`src/rtl/prox_drive_governor_if.sv`:
```
// Signal bundle between the ranging/request side and the drive governor.
interface prox_drive_governor_if;
  logic [7:0] prox_level;
  logic [7:0] drive_req;
  logic       dir_req;
  logic       pwm_out;
  logic       dir_out;
  logic [7:0] duty_limit;
  logic       estop;
  logic       stale;
  logic       fault;

  modport master (
    output prox_level, drive_req, dir_req,
    input  pwm_out, dir_out, duty_limit, estop, stale, fault
  );

  modport slave (
    input  prox_level, drive_req, dir_req,
    output pwm_out, dir_out, duty_limit, estop, stale, fault
  );
endinterface

```
`src/rtl/prox_drive_governor.sv`:
```
// Filters thermometer proximity events into a forward duty ceiling with an
// estop latch, and drives one motor channel's PWM and direction.
module prox_drive_governor #(
  parameter int PRESCALE  = 392,
  parameter int FILTER_N  = 3,
  parameter int TIMEOUT   = 10_000_000,
  parameter int STOP_HOLD = 50_000_000
) (
  input logic clk,
  input logic rst,
  prox_drive_governor_if.slave bus
);

  localparam int PW = $clog2(PRESCALE + 1);
  localparam int CW = $clog2(FILTER_N + 1);
  localparam int WW = $clog2(TIMEOUT + 1);
  localparam int HW = $clog2(STOP_HOLD + 1);

  typedef enum logic {RUN, DEAD} dir_state_t;

  logic [7:0]    prox_q, prox_prev;
  logic [3:0]    acc, acc_n, cand, cand_n, lvl;
  logic [CW-1:0] cnt, cnt_n, cnt_inc;
  logic [WW-1:0] wd, wd_n;
  logic [HW-1:0] hold, hold_n;
  logic          ev, thermo;
  logic          estop_r, estop_n, stale_r, stale_n, fault_r;
  logic [7:0]    limit_r;

  logic [PW-1:0] pre, pre_n;
  logic [7:0]    step, step_n, duty_active, duty_sel, load_duty, fwd_target;
  logic          pre_wrap, period_start, flip_pending, pwm_r, dir_r;
  dir_state_t    state;

  function automatic logic [7:0] limit_of(input logic [3:0] a);
    logic [7:0] base;
    base = {4'd0, a} - 8'd1;
    if (a <= 4'd1)      return 8'd0;
    else if (a >= 4'd8) return 8'd255;
    else                return base << 5;
  endfunction

  // Thermometer codes satisfy code & (code+1) == 0; anything else is illegal.
  assign ev     = (prox_q != 8'd0) && (prox_prev == 8'd0);
  assign thermo = (prox_q & (prox_q + 8'd1)) == 8'd0;
  assign lvl    = thermo ? 4'($countones(prox_q)) : 4'd1;

  always_comb begin
    acc_n   = acc;
    cand_n  = cand;
    cnt_n   = cnt;
    cnt_inc = cnt;
    wd_n    = wd;
    stale_n = stale_r;
    hold_n  = hold;
    estop_n = estop_r;
    if (ev) begin
      wd_n    = '0;
      stale_n = 1'b0;
      if (lvl < acc) begin
        acc_n = lvl;
        cnt_n = '0;
      end else if (lvl == acc) begin
        cnt_n = '0;
      end else begin
        cnt_inc = (lvl == cand) ? cnt + CW'(1) : CW'(1);
        cand_n  = lvl;
        if (cnt_inc >= CW'(FILTER_N)) begin
          acc_n = lvl;
          cnt_n = '0;
        end else begin
          cnt_n = cnt_inc;
        end
      end
    end else if (wd != WW'(TIMEOUT)) begin
      wd_n = wd + WW'(1);
      if (wd_n == WW'(TIMEOUT)) begin
        acc_n   = 4'd1;
        stale_n = 1'b1;
      end
    end
    // Estop latches on the transition into level 1 while heading forward.
    if (acc_n == 4'd1 && acc != 4'd1 && dir_r) begin
      estop_n = 1'b1;
      hold_n  = '0;
    end else if (!estop_r) begin
      hold_n = '0;
    end else if (hold != HW'(STOP_HOLD)) begin
      hold_n = hold + HW'(1);
    end else if (acc_n >= 4'd3) begin
      estop_n = 1'b0;
    end
  end

  always_ff @(posedge clk) begin
    if (rst) begin
      prox_q    <= '0;
      prox_prev <= '0;
      acc       <= 4'd1;
      cand      <= '0;
      cnt       <= '0;
      wd        <= '0;
      hold      <= '0;
      estop_r   <= 1'b0;
      stale_r   <= 1'b1;
      fault_r   <= 1'b0;
      limit_r   <= '0;
    end else begin
      prox_q    <= bus.prox_level;
      prox_prev <= prox_q;
      acc       <= acc_n;
      cand      <= cand_n;
      cnt       <= cnt_n;
      wd        <= wd_n;
      hold      <= hold_n;
      estop_r   <= estop_n;
      stale_r   <= stale_n;
      fault_r   <= fault_r | (ev & ~thermo);
      limit_r   <= limit_of(acc_n);
    end
  end

  assign pre_wrap     = pre == PW'(PRESCALE - 1);
  assign period_start = pre_wrap && (step == 8'd254);
  assign pre_n        = pre_wrap ? '0 : pre + PW'(1);
  assign step_n       = !pre_wrap ? step : (step == 8'd254 ? 8'd0 : step + 8'd1);
  assign fwd_target   = estop_r ? 8'd0 :
                        (bus.drive_req < limit_r ? bus.drive_req : limit_r);
  assign flip_pending = bus.dir_req != dir_r;

  // In DEAD the duty for the period after the flip follows the latest dir_req.
  always_comb begin
    load_duty = 8'd0;
    if (state == RUN) begin
      if (!flip_pending) load_duty = dir_r ? fwd_target : bus.drive_req;
    end else begin
      load_duty = bus.dir_req ? fwd_target : bus.drive_req;
    end
  end

  assign duty_sel = period_start ? load_duty : duty_active;

  always_ff @(posedge clk) begin
    if (rst) begin
      state       <= RUN;
      pre         <= '0;
      step        <= '0;
      duty_active <= '0;
      dir_r       <= 1'b1;
      pwm_r       <= 1'b0;
    end else begin
      pre   <= pre_n;
      step  <= step_n;
      pwm_r <= step_n < duty_sel;
      if (period_start) begin
        duty_active <= load_duty;
        case (state)
          RUN:  if (flip_pending) state <= DEAD;
          DEAD: begin
            dir_r <= bus.dir_req;
            state <= RUN;
          end
          default: state <= RUN;
        endcase
      end
    end
  end

  assign bus.pwm_out    = pwm_r;
  assign bus.dir_out    = dir_r;
  assign bus.duty_limit = limit_r;
  assign bus.estop      = estop_r;
  assign bus.stale      = stale_r;
  assign bus.fault      = fault_r;

endmodule

```
`src/flat_wrapper.sv`:
```
// flat-port wrapper written by rule: the top's interface ports become plain ports
module prox_drive_governor_flat 
#(
  parameter int PRESCALE  = 392,
  parameter int FILTER_N  = 3,
  parameter int TIMEOUT   = 10_000_000,
  parameter int STOP_HOLD = 50_000_000
)
  (clk, rst, bus_prox_level, bus_drive_req, bus_dir_req, bus_pwm_out, bus_dir_out, bus_duty_limit, bus_estop, bus_stale, bus_fault);
  prox_drive_governor_if bus_i ();
  input logic clk;
  input logic rst;
  input wire logic [$bits(bus_i.prox_level)-1:0] bus_prox_level;
  input wire logic [$bits(bus_i.drive_req)-1:0] bus_drive_req;
  input wire logic [$bits(bus_i.dir_req)-1:0] bus_dir_req;
  output wire logic [$bits(bus_i.pwm_out)-1:0] bus_pwm_out;
  output wire logic [$bits(bus_i.dir_out)-1:0] bus_dir_out;
  output wire logic [$bits(bus_i.duty_limit)-1:0] bus_duty_limit;
  output wire logic [$bits(bus_i.estop)-1:0] bus_estop;
  output wire logic [$bits(bus_i.stale)-1:0] bus_stale;
  output wire logic [$bits(bus_i.fault)-1:0] bus_fault;
  assign bus_i.prox_level = bus_prox_level;
  assign bus_i.drive_req = bus_drive_req;
  assign bus_i.dir_req = bus_dir_req;
  assign bus_pwm_out = bus_i.pwm_out;
  assign bus_dir_out = bus_i.dir_out;
  assign bus_duty_limit = bus_i.duty_limit;
  assign bus_estop = bus_i.estop;
  assign bus_stale = bus_i.stale;
  assign bus_fault = bus_i.fault;
  prox_drive_governor #(.PRESCALE(PRESCALE), .FILTER_N(FILTER_N), .TIMEOUT(TIMEOUT), .STOP_HOLD(STOP_HOLD)) u_core (.clk(clk), .rst(rst), .bus(bus_i));
endmodule
```
`config.mk`:
```
export PLATFORM = sky130hd
export DESIGN_NAME = prox_drive_governor_flat
export DESIGN_NICKNAME = d
export VERILOG_FILES = /design/src/rtl/prox_drive_governor_if.sv /design/src/rtl/prox_drive_governor.sv /design/src/flat_wrapper.sv
export SDC_FILE = /design/constraint.sdc
export NUM_CORES = 1
export LEC_CHECK = 0
export CORE_UTILIZATION = 50
export CTS_CLUSTER_SIZE = 8
export DETAILED_ROUTE_END_ITERATION = 8
export GPL_ROUTABILITY_DRIVEN = 0
export GPL_TIMING_DRIVEN = 0
export PLACE_DENSITY = 0.68
export SYNTH_ARGS = -nofsm -noshare
export SYNTH_HDL_FRONTEND = slang
export SYNTH_SLANG_ARGS = --single-unit
```
`constraint.sdc`:
```
create_clock -name clk -period 7.1 [get_ports clk]
set_input_delay 0.71 -clock clk [delete_from_list [all_inputs] [get_ports clk]]
set_output_delay 0.71 -clock clk [all_outputs]
set_load 0.01 [all_outputs]
```
# Word level (Yosys, flattened, before mapping)
# Index checks and enable logic that the tools add are counted.
# word_totals
register_bits	115
inputBits	19
output_inout_bits	13
wordCells	102
# classes
add_sub_neg	14
magnitude_cmp	7
n_eq_ne	10
muxes	30
bitwise_logic	8
n_reduce_logical	16
# ops
cell	count
$mux 8	10
$mux 4	7
$add 26x1->26 const B	1
$ne 26x26->1 const B	1
$add 24x1->24 const B	1
$eq 24x24->1 const B	1
$ne 24x24->1 const B	1
$add 8x1->8 const B	2
$logic_not 8->1	2
$lt 8x8->1	2
$add 4x4->4	3
$add 9x1->9 const B	1
$eq 9x9->1 const B	1
$add 1x1->2	4
$and 8x8->8	1
$eq 4x4->1	2
$eq 8x8->1 const B	1
$mux 1	8
$mux 2	4
$reduce_bool 8->1	1
$reduce_or 2->1	3
$not 1->1	5
$eq 4x1->1 const B	1
$ge 4x2->1 const B	1
other kinds (16)	21

# Depth between registers and ports, before layout
# Gate-level depths: netlist of run 1.
# logic_depth
depth_word	16
ltp_mapped	23
mapped_depth_nobuf	22

# Worst setup path before layout of run 1
# No wires, ideal clock.
# synth_timing
path_type	register -> register
start	register u_core.prox_q[3]
end	register u_core.hold[21]
arrival_ps	5111
required_ps	6985
setup_slack_ps	1874
path_stages_with_launch	23
n_path_buf	1
path_cell_list	dfxtp_1 > inv_1 > ha_1 > inv_1 > fa_1 > fa_1 > inv_1 > ha_1 > fa_1 > inv_1 > nor2_1 > ha_1 > and4_1 > nor4b_1 > a22o_1 > a21oi_1 > a22oi_1 > ha_1 > nand2_1 > a31o_2 > o311ai_4 > buf_6 > nor2_1
# synth_between
elab_chain_cells	15
elab_cells_between_ends	22
classes_between	add/sub: 4; order compare: 2; eq/ne: 3; mux: 6; bitwise: 1; reduce/logical: 6
# synth_rtl
item	line_no	rtl
start: declaration	prox_drive_governor.sv:21	logic [7:0] prox_q, prox_prev;
start signal: assignment	prox_drive_governor.sv:109	prox_q <= bus.prox_level;
$add 1x1->2 (implied by the code) / $add 8x1->8 (equally long branches)	prox_drive_governor.sv:46, prox_drive_governor.sv:45	
$add 4x4->4 (implied by the code) / $and 8x8->8 (equally long branches)	prox_drive_governor.sv:46, prox_drive_governor.sv:45	
$add 4x4->4 (implied by the code) / $logic_not 8->1 (equally long branches)	prox_drive_governor.sv:46, prox_drive_governor.sv:45	
$mux 4 (*)	prox_drive_governor.sv:46	assign lvl = thermo ? 4'($countones(prox_q)) : 4'd1;
via u_core.lvl[2]	prox_drive_governor.sv:22	logic [3:0] acc, acc_n, cand, cand_n, lvl;
$eq 4x4->1	prox_drive_governor.sv:66	cnt_inc = (lvl == cand) ? cnt + CW'(1) : CW'(1);
$mux 2	prox_drive_governor.sv:66	
$ge 2x2->1	prox_drive_governor.sv:68	if (cnt_inc >= CW'(FILTER_N)) begin
$mux 4	prox_drive_governor.sv:68	
$mux 4	prox_drive_governor.sv:63	end else if (lvl == acc) begin
$mux 4 (*)	prox_drive_governor.sv:60	if (lvl < acc) begin
$mux 4 (*)	prox_drive_governor.sv:57	if (ev) begin
via u_core.acc_n[0]	prox_drive_governor.sv:22	
$eq 4x1->1 (*)	prox_drive_governor.sv:83	if (acc_n == 4'd1 && acc != 4'd1 && dir_r) begin
$logic_and 1x1->1 (*) (2 in a row)	prox_drive_governor.sv:83	
$reduce_or 3->1 (no source line) (*)	--	
end signal: assignment	prox_drive_governor.sv:115	hold <= hold_n;
end: declaration	prox_drive_governor.sv:25	logic [HW-1:0] hold, hold_n;
# The timed path passes the listed nets; every way through them passes the cells marked *.
# A chain may end at the register's enable or synchronous reset.

# Worst setup path after layout of run 1
# Ends and elaborated chain as after synthesis.

==> impl_metrics.tcl, run 1 <==
set metrics [dict create \
    synth_nets 762 \
    max_freq_mhz 171 \
    p_per_area_mw_per_mm2 183 \
    rsz0062_at_grt "false" \
    synth.top_cells.by_count "nor2_1 (117), dfxtp_1 (111), nand2_1 (49), ha_1 (40), inv_1 (40)" \
    cpMaxStageDelayCell "fa_1" \
    dieHeight_um 111 \
    synth-main-ff-cell "dfxtp_1" \
    num_vias 4790 \
    regArea_sq_mm 0.00222 \
    grt_pass1_wl_um 21100 \
    crit_chain "inv_1 -> ha_1 -> inv_1 -> fa_1 -> fa_1 -> inv_1 -> ha_1 -> fa_1 -> inv_1 -> nor2_1 -> ha_1 -> and4_1 -> nor4b_1 -> a22o_1 -> a21oi_1 -> a22oi_1 -> ha_1 -> nand2_1 -> a31o_2 -> o311ai_4 -> buf_6 -> nor2_1" \
    setup_viol 0 \
    hp-class "flop to flop" \
    cp_top_family "adder cells" \
    ys_types 60 \
    grt_max_degree 18 \
    cp_max_fo 10 \
    cts_max_level 3 \
    insertedDiodeCount 0 \
    synth.most_common_cell "nor2_1" \
    reg2reg_depth 22 \
    yosys.area.top_type "dfxtp_1" \
    synth_area_per_cell_sq_um 8.50 \
    hold_buffers 0 \
    grt_antenna_before_repair 0 \
    fin_nets 803 \
    status "finished, violations left" \
    clockBufferDepth 2 \
    cp-start-kind "flop" \
    rows 39 \
    finalHoldViolCount 0 \
    numCtsBuffers 9 \
    syn_to_final_growth_pct 12.9 \
    ys_seq_area_share_pct 37.4 \
    grt_pass1_vias 4876 \
    final_util_pct 58.2 \
    fin_skew_ps 6.62 \
    fillers 1018 \
    remaining_drc_errors 5 \
    core_sq_mm 0.0115 \
    synthArstFlopShare_pct 0 \
    failed_checks "design-rule violations" \
    multiInputGateArea_sq_mm 0.00344 \
    place_area_sq_mm 0.00642 \
    peakVddDrop_mv 0.127 \
    drv_cap 0 \
    drt-wirelength-per-cell_um 13.6 \
    reg2reg_to "u_core.hold[21]" \
    cts_sinks 111 \
    die_area_sq_mm 0.0123 \
    crit_path_end_kind "flop" \
    wirelength_um 12100 \
    grt_usage_pct 20.8 \
    required_ps 7340 \
    ys_seq_elements 111 \
    final_antenna_net_count 0 \
    crit_start "u_core.prox_q[3]" \
    fin_crit_ps 5850 \
    max_stage_delay_ps 550 \
    clock_latency_ps 350 \
    r2r_slack_ps 1250 \
    fin_ws_ps 1250 \
    slew_violations 0 \
    via_per_inst 5.39 \
    finalSetupTns_ps 0 \
    synth_top_area_share_pct 37.4 \
    worst_pin_slew_ps 981 \
    post_cts_resized 0 \
    clk_pin_slew_worst_paths_ps 70 \
    drtIter0Drc 302 \
    cp.depth 22 \
    synth_cells 699 \
    cp.arrival_ps 6100 \
    critPathKind "flop to flop" \
    yosysWarnings 0 \
    initial_core_util_pct 51.6 \
    relSlewSlack_pct 34.1 \
    synth_edf_count 0 \
    die_w_um 111 \
    pre_cts_ws_ps 1300 \
    r2r_start "u_core.prox_q[3]" \
    p_leak_nw 2.49 \
    holdWs_ps 474 \
    final_area_sq_mm 0.00671 \
    grt_overflow 0 \
    hpwl_um 8950 \
    post-route-period-util_pct 82.5 \
    io_buffers 30 \
    cts_root_buffer "clkbuf_16" \
    postCtsSetupRepairBufs 0 \
    drive_above_1_share_pct 6.04 \
    syn_area_sq_mm 0.00594 \
    synth.area.top_cells "dfxtp_1 (37%), ha_1 (8.4%), nor2_1 (7.4%), xor2_1 (4.9%), xnor2_1 (4.4%)" \
    critPathBufInv 5 \
    tritoncts "done" \
    endpoint "u_core.hold[21]" \
    first_pass_iters 7 \
    pin_count 32 \
]
==> cells by family after synthesis <==
family          Yosys count  share of synthesized area (%)
simple gates            324                           27.5
flops                   111                           37.4
compound gates           80                           9.50
buf+inv                  67                           4.76
xor+xnor                 63                           9.29
fa+ha+maj                44                           9.77
mux                      10                           1.77
==> per-stage QoR <==
step	instances	total power [mW]
2_1_floorplan	699	0.726
3_3_place_gp	872	0.759
3_5_place_dp	872	0.763
4_1_cts	888	1.24
5_1_grt	888	1.28
6_report	888	1.23
==> routing by layer <==
metal	part of all wire (%)	global-route usage, %	wire length (um)
met2	48	36.7	5880
met3	3.7	4.65	443
met5	0	0	0
met4	1.4	6.67	164
met1	46	25.0	5630
==> where the power goes <==
group	total, mW	internal [mW]	leakage [nW]	switching, mW
logic	0.107	0.0477	1.45	0.0589
registers	0.642	0.632	0.899	0.00915
clock network	0.481	0.258	0.135	0.223
total	1.23	0.938	2.49	0.291
==> worst register-to-register path: stages, from the launching register on <==
cell and delay, ps:
dfxtp_1 390, inv_1 80, ha_1 270, inv_1 50, fa_1 460, fa_1 550
inv_1 40, ha_1 190, fa_1 510, inv_1 50, nor2_1 220, ha_1 290
and4_1 210, nor4b_1 270, a22o_1 360, a21oi_1 120, a22oi_1 410, ha_1 260
nand2_1 60, a31o_2 250, o311ai_4 450, buf_6 210, nor2_1 50
==> state kept, by name (all words and copies together), names as in the netlist <==
| name | flops |
|---|---|
| u_core.cnt | 2 |
| u_core.step | 8 |
| u_core.prox_q | 8 |
| u_core.bus.fault | 1 |
| u_core.hold | 26 |
| u_core.state | 1 |
| u_core.pre | 9 |
| u_core.wd | 24 |
| u_core.acc | 4 |
| u_core.bus.dir_out | 1 |
| u_core.bus.pwm_out | 1 |
| u_core.bus.estop | 1 |
| u_core.cand | 4 |
| u_core.bus.duty_limit | 4 |
| u_core.bus.stale | 1 |
| u_core.prox_prev | 8 |
| u_core.duty_active | 8 |
==> final cells by class <==
type,instances,share of cell area (%)
sequential,111,33.1
tap,143,2.67
inverter,40,2.24
clock inverter,4,0.429
buffer,27,1.98
multi-input combinational,521,51.3
clock buffer,12,3.82
timing repair buffer,30,4.48
==> cells in the final DEF, fill, tap and decap left out, types with 10 or more instances in the layout <==
master and instances:
a21oi_1 19, and3_1 17, clkbuf_1 20, clkdlybuf4s50_1 30
dfxtp_1 111, ha_1 40, inv_1 40, nand2_1 49
nand3_1 34, nand4_1 10, nor2_1 117, nor2b_1 12
nor3_1 25, o21ai_0 14, or2_2 10, xnor2_1 30
xor2_1 33
==> worst min-delay path by stage <==
stage                        startpoint  depth (start not counted)             to
final                     u_core.pre[0]                          1  u_core.pre[0]
after CTS                 u_core.pre[0]                          1  u_core.pre[0]
after detailed placement  u_core.pre[0]                          1  u_core.pre[0]
after global placement    u_core.pre[0]                          1  u_core.pre[0]
after floorplan           u_core.pre[0]                          1  u_core.pre[0]
after global routing      u_core.cnt[1]                          2  u_core.cnt[1]
Note: power is estimated with default switching activity, not from simulation.
==> run 2, diff against run 1 <==
==> constraint.sdc (replaced) <==
create_clock -name clk -period 5.55 [get_ports clk]
set_input_delay 0.555 -clock clk [delete_from_list [all_inputs] [get_ports clk]]
set_output_delay 0.555 -clock clk [all_outputs]
set_load 0.01 [all_outputs]
==> impl_metrics.tcl, run 2 (synthesized netlist as in run 1, its figures left out) <==
set metrics [dict create \
    tritoncts "done" \
    largest_registers "u_core.hold: 26 flops, u_core.wd: 24 flops, u_core.pre: 9 flops" \
    drv_cap 0 \
    r2r_start "u_core.prox_q[3]" \
    clock_latency_ps 350 \
    io_buffers 30 \
    wl_met2_um 5980 \
    grt_pass1_wl_um 21300 \
    remaining_drc_errors 5 \
    die_area_sq_mm 0.0123 \
    grt_overflow 0 \
    fin_skew_ps 6.34 \
    hpwl_um 8950 \
    clockBufferDepth 2 \
    rows 39 \
    max_stage_delay_ps 550 \
    syn_to_final_growth_pct 14.2 \
    pin_count 32 \
    grt_usage_pct 21.0 \
    insertedDiodeCount 0 \
    cts_root_buffer "clkbuf_16" \
    largest_reg_flops 26 \
    via_per_inst 5.39 \
    dp_cells 872 \
    finalHoldViolCount 0 \
    core_sq_mm 0.0115 \
    hp-start "u_core.pre[0]" \
    fin_crit_ps 5310 \
    crit_start "u_core.prox_q[3]" \
    setup_viol 0 \
    cp.arrival_ps 5550 \
    fin_nets 811 \
    grt_pass1_vias 4898 \
    first_pass_iters 7 \
    regMostFlops "u_core.hold" \
    fin_cells 896 \
    final_common_cell "nor2_1" \
    layout_common_cells "nor2_1 (116), dfxtp_1 (111), nand2_1 (49), inv_1 (40), ha_1 (40)" \
    crit_path_end_kind "flop" \
    slew_violations 0 \
    endpoint "u_core.hold[21]" \
    route.met3.wl_um 447 \
    cp.depth 23 \
    fillers 1008 \
    hp-class "flop to flop" \
    cp-start-kind "flop" \
    relSlewSlack_pct 33.6 \
    crit_chain "inv_1 -> ha_1 -> inv_1 -> fa_1 -> fa_1 -> inv_1 -> ha_1 -> fa_1 -> inv_1 -> nor2_4 -> ha_1 -> and4_1 -> nor4b_1 -> a22o_2 -> a21oi_1 -> a22oi_2 -> ha_1 -> nand2_1 -> a31o_2 -> o311ai_4 -> buf_4 -> buf_6 -> nor2_1" \
    worst_pin_slew_ps 988 \
    cts_sinks 111 \
    cts_max_level 3 \
    die_w_um 111 \
    drtIter0Drc 310 \
    cpMaxStageDelayCell "fa_1" \
    grt_max_degree 18 \
    required_ps 5800 \
    cp_max_fo 10 \
    multiInputGateArea_sq_mm 0.00346 \
    dieHeight_um 111 \
    reg2reg_to "u_core.hold[21]" \
    p_leak_nw 2.53 \
    p_total_mw 1.58 \
    numCtsBuffers 9 \
    final_antenna_net_count 0 \
    critPathBufInv 6 \
    hold_buffers 0 \
    final_util_pct 58.9 \
    post-route-period-util_pct 95.6 \
    reg2reg_depth 23 \
    failed_checks "design-rule violations" \
    status "finished, violations left" \
    critPathKind "flop to flop" \
    initial_core_util_pct 51.6 \
    regArea_sq_mm 0.00222 \
    peakVddDrop_mv 0.162 \
    wl_met1_um 5620 \
    drt-wirelength-per-cell_um 13.7 \
    routed.top_layer "met4" \
    num_vias 4825 \
    p_per_area_mw_per_mm2 233 \
    max_freq_mhz 188 \
    grt_antenna_before_repair 0 \
    wirelength_um 12300 \
    r2r_slack_ps 240 \
    cp_top_family "adder cells" \
    drive_above_1_share_pct 7.57 \
    clk_pin_slew_worst_paths_ps 70 \
]
==> run 2: cell count changes in the layout (fill, tap and decap cells not counted), sizes merged <==
cell,delta
buf,+8
==> run 2: metal layers <==
metal  GRT usage, %  vias up
li1               -     2474
met1           25.2     2260
met2           37.1       74
met3           4.65       17
met4           6.67        0
met5              0        -
==> run 2: repair_timing <==
action	4_1_cts	5_1_grt
pin swaps	1	3
setup buffers	3	5
endpoints found under the setup margin	27	27
gates resized for setup	3	2
==> run 2: final cells by class <==
cell class / instances / share of cell area (%)
multi-input combinational: 521 / 50.9
clock inverter: 4 / 0.424
tap: 143 / 2.64
clock buffer: 12 / 3.78
sequential: 111 / 32.7
inverter: 40 / 2.21
buffer: 27 / 1.95
timing repair buffer: 38 / 5.31
==> run 2: how the worst min path moves through the flow <==
| stage | end | slack, ps | cells after the start |
|---|---|---|---|
| after floorplan | u_core.pre[0] | 440 | 1 |
| after global placement | u_core.pre[0] | 460 | 1 |
| after detailed placement | u_core.pre[0] | 460 | 1 |
| after CTS | u_core.pre[0] | 480 | 1 |
| after global routing | u_core.cnt[1] | 510 | 2 |
| final | u_core.pre[0] | 470 | 1 |
==> run 2: metrics by stage <==
stage                     area [sq um]  setup WS, ps  hold slack (ps)  TNS (ps)
after floorplan                   5940           324              438         0
after global placement            6420          -231              458     -5040
after detailed placement          6420          -253              460     -5600
after CTS                         6740          61.4              476         0
after global routing              6790         -20.0              511      -134
final                             6790           245              473         0
==> run 2: where the power goes <==
part	internal, mW	switching (mW)
registers	0.809	0.0117
clock network	0.330	0.285
logic	0.0641	0.0782
